`src/rtl/global_avg_broadcast.sv`:
```
// rtl/global_avg_broadcast.sv - broadcast one 7-channel vector over an IMG_WIDTH x IMG_HEIGHT pixel stream
//
// Takes one 7-channel vector per frame and emits IMG_WIDTH*IMG_HEIGHT beats that all carry it.
// A one-entry pending buffer holds the next vector, so back-to-back frames run without a gap.
//
// Ports:
//   clk        clock, rising edge
//   rst        asynchronous, active-low reset
//   Data_In    input vector (channel 1 in the LSBs, channel 7 in the MSBs)
//   Valid_In   Data_In is valid
//   Ready_Out  block can take Data_In this cycle
//   Data_Out   broadcast pixel, same packing as Data_In
//   Valid_Out  Data_Out is valid
//   Ready_In   downstream takes Data_Out this cycle
//   SOF        beat is pixel (0,0)
//   EOL        beat is the last pixel of a row
//   EOF        beat is the last pixel of the frame

module global_avg_broadcast #(
  parameter int DATA_WIDHT = 32,
  parameter int IMG_WIDTH  = 44,
  parameter int IMG_HEIGHT = 44
) (
  input  logic                    clk,
  input  logic                    rst,
  input  logic [DATA_WIDHT*7-1:0] Data_In,
  input  logic                    Valid_In,
  output logic                    Ready_Out,
  output logic [DATA_WIDHT*7-1:0] Data_Out,
  output logic                    Valid_Out,
  input  logic                    Ready_In,
  output logic                    SOF,
  output logic                    EOL,
  output logic                    EOF
);

  localparam int VW = DATA_WIDHT * 7;
  localparam int CW = (IMG_WIDTH  > 1) ? $clog2(IMG_WIDTH)  : 1;
  localparam int RW = (IMG_HEIGHT > 1) ? $clog2(IMG_HEIGHT) : 1;
  localparam logic [CW-1:0] COL_LAST = CW'(IMG_WIDTH - 1);
  localparam logic [RW-1:0] ROW_LAST = RW'(IMG_HEIGHT - 1);

  typedef enum logic {IDLE, STREAM} state_t;

  state_t        state, state_n;
  logic [CW-1:0] col;
  logic [RW-1:0] row;
  logic [VW-1:0] hold, pend;
  logic          pend_full;

  logic in_acc, out_acc, at_eol, at_eof;

  // Ready depends only on registered state; the rst term keeps it low while reset is held.
  assign Ready_Out = rst & ~pend_full;
  assign in_acc    = Valid_In & Ready_Out;
  assign out_acc   = Valid_Out & Ready_In;
  assign at_eol    = (col == COL_LAST);
  assign at_eof    = at_eol & (row == ROW_LAST);

  always_ff @(posedge clk or negedge rst) begin
    if (!rst) state <= IDLE;
    else      state <= state_n;
  end

  always_comb begin
    state_n   = state;
    Valid_Out = 1'b0;
    Data_Out  = '0;
    SOF       = 1'b0;
    EOL       = 1'b0;
    EOF       = 1'b0;
    case (state)
      IDLE: begin
        if (in_acc) state_n = STREAM;
      end
      STREAM: begin
        Valid_Out = 1'b1;
        Data_Out  = hold;
        SOF       = (col == '0) && (row == '0);
        EOL       = at_eol;
        EOF       = at_eof;
        // Drop to IDLE only when the frame ends with nothing queued or arriving.
        if (out_acc && at_eof && !pend_full && !in_acc) state_n = IDLE;
      end
      default: state_n = IDLE;
    endcase
  end

  always_ff @(posedge clk or negedge rst) begin
    if (!rst) begin
      col       <= '0;
      row       <= '0;
      hold      <= '0;
      pend      <= '0;
      pend_full <= 1'b0;
    end else begin
      case (state)
        IDLE: begin
          if (in_acc) begin
            hold <= Data_In;
            col  <= '0;
            row  <= '0;
          end
        end
        STREAM: begin
          if (out_acc) begin
            if (at_eof) begin
              col <= '0;
              row <= '0;
              // Next frame starts immediately from the pending slot, or straight from
              // the input when it arrives on the EOF cycle with the slot empty.
              if (pend_full) begin
                hold      <= pend;
                pend_full <= 1'b0;
              end else if (in_acc) begin
                hold <= Data_In;
              end
            end else if (at_eol) begin
              col <= '0;
              row <= row + 1'b1;
            end else begin
              col <= col + 1'b1;
            end
          end
          if (in_acc && !(out_acc && at_eof)) begin
            pend      <= Data_In;
            pend_full <= 1'b1;
          end
        end
        default: ;
      endcase
    end
  end

endmodule

```
`config.mk`:
```
export PLATFORM = sky130hd
export DESIGN_NAME = global_avg_broadcast
export DESIGN_NICKNAME = d
export VERILOG_FILES = /design/src/rtl/global_avg_broadcast.sv
export SDC_FILE = /design/constraint.sdc
export NUM_CORES = 1
export LEC_CHECK = 0
export CAP_MARGIN = 10
export CORE_ASPECT_RATIO = 2
export CORE_MARGIN = 10
export CORE_UTILIZATION = 35
export DETAILED_ROUTE_END_ITERATION = 10
export PLACE_DENSITY = 0.55
export SLEW_MARGIN = 10
export SYNTH_ARGS = -nofsm -noshare
export SYNTH_HDL_FRONTEND = slang
export SYNTH_SLANG_ARGS = --single-unit
```
`constraint.sdc`:
```
create_clock -name clk -period 2.8 [get_ports clk]
set_input_delay 0.28 -clock clk [delete_from_list [all_inputs] [get_ports clk]]
set_output_delay 0.28 -clock clk [all_outputs]
set_load 0.03 [all_outputs]
```
**After elaboration in Yosys (flattened, before gate mapping)**

Index checks and enable logic that the tools add are counted.

- Bits in registers: 462
- Bits of input ports: 228
- Output and inout port bits: 229
- Logic and storage cells: 62

- $add $sub $neg: 2
- Eq/ne operators: 6
- Mux-type cells: 25
- Bitwise gates (word level): 6
- Reduce and logical (&&, ||, !) cells: 17

Operator list:

| operator | count |
|---|---|
| 2-to-1 mux 224 bit | 5 |
| one-hot mux 224 bit (2 select lines) | 1 |
| 2-to-1 mux 6 bit | 7 |
| one-hot mux 6 bit (2 select lines) | 2 |
| adder 6 x 1 -> 6 bit, second input constant | 2 |
| equality test 6 bit, second input constant | 2 |
| zero test 6 bit | 2 |
| 2-to-1 mux 1 bit | 9 |
| AND reduction 2 bit | 3 |
| AND reduction 3 bit | 2 |
| logical AND 1 bit | 5 |
| bitwise AND 1 bit | 4 |
| != test 2 x 1 -> 1 bit, second input constant | 2 |
| nonzero test 2 bit | 2 |
| zero test 1 bit | 3 |
| != test 3 x 1 -> 1 bit, second input constant | 1 |
| != test 2 bit, second input constant | 1 |
| inverter 1 bit | 2 |
| one-hot mux 1 bit (2 select lines) | 1 |

**Depth between registers and ports, before layout**

Gate-level depths: netlist (run 1).

- Word-level depth: 8
- Gate-level depth with buffers: 8
- Mapped depth without buffers: 5

**Worst setup path before layout (run 1)**

Ideal clock, no wire load.

- Path kind: register to output
- From: register state
- To: output port SOF
- Data arrival time: 2.535 ns
- Data required time: 2.520 ns
- Setup slack: -0.015 ns
- Stages on the path, launching flop included: 7
- Buffers on the path: 4
- Cell sequence: dfrtp_1 > buf_2 > clkbuf_1 > clkbuf_1 > clkbuf_1 > nand4b_1 > nor4_1

- Word-level cells in the longest chain between the ends: 1

Ends and longest elaborated chain:

| what | RTL line | text |
|---|---|---|
| from (decl) | 45 | `state_t state, state_n;` |
| from (signal assigned) | 62 | `else state <= state_n;` |
| 2-to-1 mux 1 bit | 72 | `case (state)` |
| to (decl) | 32 | `output logic SOF,` |

Every way passes these cells.

**Worst setup path in the final report (run 1)**

- From: register state
- To: output port Data_Out[18]

- Word-level cells in the longest chain between the ends: 1

Ends and longest elaborated chain:

| what | RTL line | text |
|---|---|---|
| 2-to-1 mux 224 bit | 72 |  |
| to (decl) | 29 | `output logic [DATA_WIDHT*7-1:0] Data_Out,` |

Every way passes these cells.

==> results of run 1 <==
==> worst max-delay path by stage <==
| stage | cells past startpoint | to | from |
|---|---|---|---|
| after floorplan | 6 | SOF | state$_DFF_PN0_ |
| after global placement | 7 | pend[58]$_DFFE_PN0P_ | Ready_In |
| after detailed placement | 5 | hold[66]$_DFFE_PN0P_ | col[2]$_DFFE_PN0P_ |
| after CTS | 6 | SOF | row[0]$_DFFE_PN0P_ |
| after global routing | 4 | Data_Out[18] | state$_DFF_PN0_ |
| final | 4 | Data_Out[18] | state$_DFF_PN0_ |
==> what timing repair did <==
item                                   4_1_cts  5_1_grt
hold buffers                                 1        0
setup endpoints to repair                  205       71
setup buffers                                3        0
resized for setup                           80       71
endpoints found under the hold margin       74        0
==> synthesized netlist by cell type (all sizes together) (2+ instances only) <==
cell and instances:
dfrtp 462, nand4 3, nor2b 2, o21ai 4, and3 7, buf 80
nand2 10, and2 449, inv 228, nand3 6, a211oi 449, o22a 224
mux2 225, a22o 2, ha 4, xor2 5, mux2i 3, nor2 231
clkbuf 147, a21oi 5
==> per-layer routing <==
layer	part of all wire, %	global-route usage, %	wire [microns]
met1	43	24.37	36530
met2	48	31.96	40880
met5	0.15	0	129
met4	2.0	5.117	1704
met3	6.9	4.854	5892
==> critical path, stage by stage (launching register included) <==
cell and delay, ns:
dfrtp_4 0.58, buf_12 0.24, buf_12 0.18, and2_1 0.13, clkdlybuf4s50_1 0.67
==> power breakdown <==
group          internal [mW]  leakage (nW)  switching (mW)
Clock                   3.66         0.748            2.85
Combinational           8.58          8.39            8.73
Sequential              9.95          5.37            2.22
Total                   22.2          14.5            13.8
==> layout make-up <==
class	instances	area, sq um
Fill cell	7021	40550
Sequential cell	462	11560
Antenna cell	2	5.005
Timing Repair Buffer	528	5659
Inverter	228	855.8
Multi-Input combinational cell	1641	12600
Tap cell	929	1162
Clock buffer	63	1316
Clock inverter	16	197.7
==> state kept, by name (all words and copies together) (netlist names) <==
signal and cells:
pend 224, pend_full 1, state 1, row 6, hold 224, col 6
==> cells by family (layout without fill, tap and decap cells) <==
family / Yosys count / in the layout / synth area share [%]
mux: 228 / 228 / 12.15
flops: 462 / 462 / 44.39
compound gates: 689 / 689 / 20.86
xor+xnor: 6 / 6 / 0.2018
simple gates: 714 / 714 / 14.88
buf+inv: 455 / 835 / 7.331
fa+ha+maj: 4 / 4 / 0.1922
other cells: 0 / 2 / 0
==> metrics by stage <==
step	instances	hold WS, ns	util (%)	area, sq um
4_1_cts	3867	0.07684	44.90	33190
2_1_floorplan	2558	-0.01559	-	26050
3_5_place_dp	3784	0.1352	42.93	31730
5_1_grt	3868	0.1085	45.13	33360
6_report	3869	0.1151	45.14	33370
3_3_place_gp	3784	0.1302	42.93	31730
==> summary.txt, run 1 <==
Run status
  – Status: complete, no violations

Synthesis
  – Ys flop type: dfrtp_1
  – Post-synth cell types: 37
  – Area contributors post-synth: dfrtp_1 44%, a211oi_1 13%, and2_1 11%
  – Mean post-synth cell area: 10.18 sq um
  – Post-synth EDFFs: 0
  – Syn nets: 2790
  – Ys Warns: 0
  – Synthesis-stage register bit count: 462
  – Synth area leader: dfrtp_1
  – Post-synth top area share: 44.39%
  – Sequential element share of the synthesized area: 44.39%
  – Syn Inst Count: 2558
  – Fraction of registers with async set/reset: 100.0%
  – Mapped Area: 26040 sq um

Worst setup path
  – Required @ worst endpoint: 2.52 ns
  – FF-to-FF path depth: 7
  – Worst Setup Start Kind: flip-flop
  – Crit path capture type: output pin
  – Reg-to-reg slack, setup: 0.36 ns
  – Critical path class: flip-flop to output pin
  – Worst EP arrival: 2.43 ns
  – Worst R2R Start: row[1]$_DFFE_PN0P_
  – Worst reg2reg path endpoint: pend[154]$_DFFE_PN0P_
  – Crit path max fanout: 32

GRT
  – Global-route wire length before repair: 133700 microns
  – Remaining global-route overflow: 0
  – Number of global-route vias before repair: 22.50k
  – Initial antenna violation count: 12
  – Largest net degree at the start of global routing: 132
  – GRT Overall Usage: 19.25%

Drt
  – DRT Wirelength: 85140 microns
  – WL/cell: 22.01 microns
  – Post-DRT Antenna Nets: 0
  – DRT Pass-1 Iters: 5
  – Routed vias/inst: 5.460
  – DRC viols: 0
  – DRT iter0 DRCs: 1311
  – Vias: 21.13k

Pwr
  – Worst VDD drop: 0.7973 mV
  – Power, Total: 36.00 mW
  – Pwr/cell area: 1079 nW/um^2
  – Leakage: 14.50 nW

Cells and area
  – Most frequent cells in the layout: 461 x dfrtp_1, 449 x and2_1, 449 x a211oi_1
  – Commonest non-fill, non-tap cell in the layout: dfrtp_1
  – Layout area overhead: 28.11%
  – Fin nets: 3140
  – Ratio of cells with drive above 1 in the final layout: 12.80%

Hold path
  – Hold Crit Class: primary input to asynchronous set/reset pin

Floorplanning
  – Die height: 405.8 microns
  – FP Rows: 141
  – IO Pins: 457
  – Core Area: 73920 sq um
  – Starting density of the core: 35.23%
  – Die X: 212.9 microns
  – Die ar.: 86380 sq um

STA
  – Final worst setup slack: 0.08886 ns
  – Post-layout minimum cycle time: 2.711 ns
  – Final Skew: 0.02839 ns
  – Hold Fails Final Rpt: 0
  – Slew Viols, Final: 0
  – Sum Neg Setup Slack: 0 ns
  – FMAX: 368.8 MHz
  – Final Cycle Share: 96.83%
  – Final setup fails: 0
  – Slew @ Worst Pin: 0.8619 ns
  – Relative slew slack: 42.54%

Clocking
  – CTS tree: yes
  – Clk sinks: 462
  – H-tree depth: 2
  – Worst-path clk slew: 0.07 ns
  – Num CTS Buffers: 47
  – Root buffer cell: clkbuf_16
  – Clock Latency Late Sink: 0.60 ns
  – Clock buffer depth: 3

Placement
  – Hpwl dp: 54280 microns
  – Port buffer count: 456
  – Pre-CTS setup slack: 0.2652 ns
  – GPL Wtd Cong: 0.7995

Run
  – MaxCap Viol Count: 0
Note: power is estimated with default switching activity, not from simulation.
==> inputs of run 2 (changes only) <==
CTS_CLUSTER_DIAMETER = 80   (was default)
MAX_ROUTING_LAYER = met4   (was default)
==> run 2 against run 1 <==
Effect of this change: sequential cell count unchanged; non-clock buffer count did not move; first-iteration DRC count shrank 6.0%; final area barely moved; worst hold slack worse by 0.011 ns; global-route usage up 0.54 points; sequential power is essentially flat; sequential share of layout area about the same; core utilization about the same; largest power group unchanged.
==> summary.txt, run 2 (same netlist as run 1, synthesis figures left out) <==
Placement
  – Pre-CTS setup slack: 0.2652 ns
  – Port buffer count: 456
  – Hpwl dp: 54280 microns
  – GPL Wtd Cong: 0.8109

Floorplanning
  – Starting density of the core: 35.23%
  – FP Rows: 141
  – Die ar.: 86380 sq um
  – Die height: 405.8 microns
  – Core Area: 73920 sq um
  – Die X: 212.9 microns
  – IO Pins: 457

Clocking
  – Clock Latency Late Sink: 0.61 ns
  – Root buffer cell: clkbuf_16
  – Num CTS Buffers: 48
  – Clock buffer depth: 3
  – Worst-path clk slew: 0.07 ns
  – Clk sinks: 462
  – H-tree depth: 2
  – CTS tree: yes

Drt
  – Routed vias/inst: 5.433
  – DRT Pass-1 Iters: 5
  – Vias: 21.10k
  – DRT Wirelength: 84950 microns
  – DRC viols: 0
  – Post-DRT Antenna Nets: 0
  – WL/cell: 21.88 microns
  – DRT iter0 DRCs: 1232

Pwr
  – Worst VDD drop: 0.7855 mV
  – Leakage: 14.53 nW
  – Pwr/cell area: 1074 nW/um^2

Worst setup path
  – Count of buffer and inverter cells on the critical path: 3
  – Crit path max-delay family: buffers and inverters
  – Crit path cell chain: buf_12, buf_12, and2_1, clkdlybuf4s50_1
  – Reg-to-reg slack, setup: 0.35 ns
  – Worst Setup Start Kind: flip-flop
  – FF-to-FF path depth: 7
  – Critical path class: flip-flop to output pin
  – Critical path's largest stage delay: 0.68 ns
  – Worst reg2reg path endpoint: pend[154]$_DFFE_PN0P_
  – Crit path max fanout: 32
  – Crit path capture type: output pin
  – Crit-path most repeated cell: buf_12
  – Worst path slowest cell: clkdlybuf4s50_1
  – Worst EP arrival: 2.43 ns
  – Required @ worst endpoint: 2.52 ns
  – Worst R2R Start: row[1]$_DFFE_PN0P_

Cells and area
  – Ratio of cells with drive above 1 in the final layout: 12.68%
  – FILL cells: 7030
  – Area of the multi-input gates: 12600 sq um
  – Biggest regs: hold x224, pend x224
  – Layout area overhead: 28.12%
  – Commonest non-fill, non-tap cell in the layout: dfrtp_1
  – Most frequent cells in the layout: 461 x dfrtp_1, 449 x and2_1, 449 x a211oi_1
  – Fin nets: 3141
  – Seq. cell area: 11560 sq um

Run status
  – Status: complete, no violations

STA
  – Slew Viols, Final: 0
  – Final setup fails: 0
  – Final Cycle Share: 96.75%
  – Post-layout minimum cycle time: 2.709 ns
  – Final Skew: 0.02972 ns
  – FMAX: 369.1 MHz
  – Sum Neg Setup Slack: 0 ns
  – Final worst setup slack: 0.09090 ns
  – Slew @ Worst Pin: 0.7565 ns
  – Hold Fails Final Rpt: 0
  – Relative slew slack: 49.57%
  – Setup repair after global routing missed its margin: false

GRT
  – Largest net degree at the start of global routing: 132
  – Number of global-route vias before repair: 22.57k
  – GRT Overall Usage: 19.80%
  – Global-route wire length before repair: 133500 microns
  – Initial antenna violation count: 12
  – Remaining global-route overflow: 0

Hold path
  – Hold Crit Class: primary input to asynchronous set/reset pin

Run
  – MaxCap Viol Count: 0
==> run 2: changes by cell type in the layout (fill, tap and decap cells not counted), sizes merged <==
cell	change
diode	+11
dlygate4sd2	+23
clkdlybuf4s50	-24
dlymetal6s2s	+1
bufinv	-1
clkbuf	+4
==> run 2: layer usage <==
layer | routed length, microns | GRT usage [%]
met3 | 5698 | 4.422
met5 | 0 | -
met1 | 36910 | 24.60
met2 | 40660 | 31.91
met4 | 1673 | 5.180
==> run 2: report_power, final <==
| group | total (mW) | switching, mW | internal (mW) | leakage [nW] |
|---|---|---|---|---|
| Combinational | 17.2 | 8.73 | 8.46 | 8.42 |
| Sequential | 12.2 | 2.21 | 9.95 | 5.37 |
| Clock | 6.49 | 2.89 | 3.59 | 0.742 |
==> run 2: timing repair <==
action	in CTS	in global routing
gates cloned	0	0
gates resized for setup	103	72
endpoints found under the hold margin	74	0
setup endpoints to repair	213	72
hold buffers	1	0
setup buffers	3	0
==> run 2: area by class of cell <==
cell class | instances | area share, %
multi-input combinational | 1641 | 37.77
inverter | 228 | 2.565
sequential | 462 | 34.66
timing repair buffer | 528 | 16.88
clock inverter | 15 | 0.5774
antenna | 13 | 0.09749
clock buffer | 67 | 3.963
tap | 929 | 3.483
==> run 2: worst max-delay path by stage <==
stage | from | end | slack, ns | cells past startpoint
2_1_floorplan | state$_DFF_PN0_ | SOF | 0.32 | 6
3_3_place_gp | Ready_In | pend[58]$_DFFE_PN0P_ | 0.30 | 7
3_5_place_dp | col[2]$_DFFE_PN0P_ | hold[66]$_DFFE_PN0P_ | 0.27 | 5
4_1_cts | row[0]$_DFFE_PN0P_ | SOF | -0.05 | 6
5_1_grt | state$_DFF_PN0_ | Data_Out[171] | 0.0003 | 3
6_report | state$_DFF_PN0_ | Data_Out[43] | 0.09 | 4
==> run 2: metrics by stage <==
step	cells	hold slack (ns)	cell area [sq um]	utilization [%]	power (mW)
after floorplan	2558	-0.01559	26050	-	23.48
after global placement	3784	0.1302	31730	42.93	29.64
after detailed placement	3784	0.1352	31730	42.93	30.13
after CTS	3870	0.06250	33160	44.86	36.40
after global routing	3882	0.09542	33370	45.14	38.15
final	3883	0.1037	33370	45.14	35.85
==> inputs of run 3 (changes only) <==
CORE_MARGIN = 3   (was 10)
CTS_CLUSTER_SIZE = 28   (was default)
==> run 3 against run 2 <==
Effect of this change: clock power is 35% lower; register-to-register slack better by 0.14 ns; first-iteration DRC count is 17% lower; final area is 2.6% lower; via count is 1.1% lower; cell count is 1.4% lower; highest routed layer unchanged; non-clock buffer count stayed put; sequential power hardly changed; core utilization is 0.73 points lower.
==> summary.txt, run 3 (same netlist as run 1, synthesis figures left out) <==
GRT
  – Number of global-route vias before repair: 22.44k
  – Global-route wire length before repair: 130000 microns
  – Largest net degree at the start of global routing: 167
  – Remaining global-route overflow: 0
  – Initial antenna violation count: 12
  – GRT Overall Usage: 21.15%

Cells and area
  – Commonest non-fill, non-tap cell in the layout: dfrtp_1
  – Final std cells w/o fill: 3829
  – Layout area overhead: 24.85%
  – Ratio of cells with drive above 1 in the final layout: 11.61%
  – FILL cells: 6988
  – Post-Layout Inst Area: 32510 sq um
  – Fin nets: 3116
  – Most frequent cells in the layout: 461 x dfrtp_1, 449 x and2_1, 449 x a211oi_1
  – Biggest regs: hold x224, pend x224
  – Core Util, Final: 44.41%

Placement
  – Placed Cells: 3779
  – Dpl cell area: 31740 sq um
  – GPL Wtd Cong: 0.7855
  – Hpwl dp: 51240 microns
  – Port buffer count: 456
  – Pre-CTS setup slack: 0.3920 ns

STA
  – Hold Fails Final Rpt: 0
  – Slew Viols, Final: 0
  – Final setup fails: 0
  – Relative slew slack: 31.38%
  – Final Cycle Share: 96.23%
  – Final worst setup slack: 0.1055 ns
  – Post-layout minimum cycle time: 2.695 ns
  – FMAX: 371.1 MHz
  – Final Skew: 0.02717 ns
  – Slew @ Worst Pin: 1.029 ns

Pwr
  – Power, Total: 33.39 mW
  – Pwr/cell area: 1027 nW/um^2
  – Leakage: 13.95 nW
  – Worst VDD drop: 0.7063 mV

Clocking
  – Clock Latency Late Sink: 0.59 ns
  – H-tree depth: 1
  – Num CTS Buffers: 23
  – CTS tree: yes
  – Clk sinks: 462
  – Worst-path clk slew: 0.12 ns
  – Root buffer cell: clkbuf_16
  – Clock buffer depth: 3

Worst setup path
  – FF-to-FF path depth: 7
  – Crit path max-delay family: buffers and inverters
  – Critical path's largest stage delay: 0.70 ns
  – Crit path cell chain: buf_16, and2_1, clkdlybuf4s50_1
  – Worst setup path start: state$_DFF_PN0_
  – End of the critical path: Data_Out[15]
  – Required @ worst endpoint: 2.52 ns
  – Reg-to-reg slack, setup: 0.49 ns
  – Crit path max fanout: 86
  – Crit path capture type: output pin
  – Worst R2R Start: col[1]$_DFFE_PN0P_
  – Crit path depth: 3
  – Worst reg2reg path endpoint: hold[6]$_DFFE_PN0P_
  – Worst path slowest cell: clkdlybuf4s50_1
  – Critical path class: flip-flop to output pin
  – Worst EP arrival: 2.41 ns
  – Count of buffer and inverter cells on the critical path: 2
  – Worst Setup Start Kind: flip-flop

Floorplanning
  – FP Rows: 140
  – Die ar.: 77920 sq um
  – Die X: 198.9 microns
  – Starting density of the core: 35.57%
  – Die height: 391.8 microns
  – IO Pins: 457
  – Core Area: 73220 sq um

Drt
  – Vias: 20.87k
  – DRC viols: 0
  – DRT iter0 DRCs: 1024
  – Routed vias/inst: 5.451
  – Post-DRT Antenna Nets: 0
  – DRT Wirelength: 81950 microns
  – DRT Pass-1 Iters: 4
  – WL/cell: 21.40 microns

Hold path
  – Hold Crit Class: primary input to asynchronous set/reset pin

Run status
  – Status: complete, no violations

Run
  – MaxCap Viol Count: 0
run 3: cell count changes in the layout (fill, tap and decap cells not counted), moves of 2 or more:
cell	before	now
dlymetal6s2s_1	71	46
clkbuf_16	48	23
clkdlybuf4s50_1	285	296
clkbuf_1	14	1
clkinv_2	6	0
bufinv_16	3	1
clkbuf_8	5	1
dlygate4sd2_1	98	113
run 3: worst register-to-register path, cell delays in order (launching register included):
cell and delay [ns]:
dfrtp_1 0.41, ha_1 0.27, and2_1 0.20, nand4_1 0.13, buf_4 0.20, a21o_4 0.36
buf_12 0.27, a211oi_1 0.36
run 3: cell type report:
| type | instances | area, sq um | share of cell area (%) |
|---|---|---|---|
| multi-input combinational | 1641 | 12600 | 38.77 |
| sequential | 462 | 11560 | 35.57 |
| timing repair buffer | 528 | 5569 | 17.13 |
| tap | 923 | 1155 | 3.552 |
| inverter | 228 | 855.8 | 2.632 |
| clock buffer | 25 | 593.1 | 1.824 |
| clock inverter | 9 | 140.1 | 0.4310 |
| antenna | 13 | 32.53 | 0.1001 |
run 3: stage by stage:
stage	setup TNS, ns	hold WS [ns]
final	0	0.1246
after global routing	-0.0003211	0.09714
after CTS	0	0.09462
after detailed placement	0	0.1460
after global placement	0	0.1406
after floorplan	0	-0.01559
run 3: power breakdown:
part	switching (mW)	internal, mW	leakage, nW
Clock	2.50	1.71	0.359
Combinational	8.73	8.40	8.23
Sequential	2.14	9.91	5.37
run 3: per-layer routing:
layer  vias up  global-route usage, %  wire length (microns)
met5         -                      -                      0
met4         0                  5.411                   1763
met3        85                  4.794                   5563
met2       567                  34.62                  39410
met1     10630                  26.53                  35210
li1       9586                      -                      -
run 3: worst min path at each step:
stage	end	cells past startpoint	startpoint
3_5_place_dp	hold[8]$_DFFE_PN0P_	1	rst
5_1_grt	hold[8]$_DFFE_PN0P_	2	rst
6_report	hold[8]$_DFFE_PN0P_	2	rst
2_1_floorplan	col[0]$_DFFE_PN0P_	0	rst
4_1_cts	hold[8]$_DFFE_PN0P_	2	rst
3_3_place_gp	pend[8]$_DFFE_PN0P_	1	rst
run 3: what timing repair did:
| item | in CTS | in global routing |
|---|---|---|
| hold endpoints to repair | 99 | 0 |
| setup buffers | 2 | 0 |
| hold buffers | 1 | 0 |
| setup endpoints to repair | 165 | 46 |
| resized for setup | 114 | 46 |
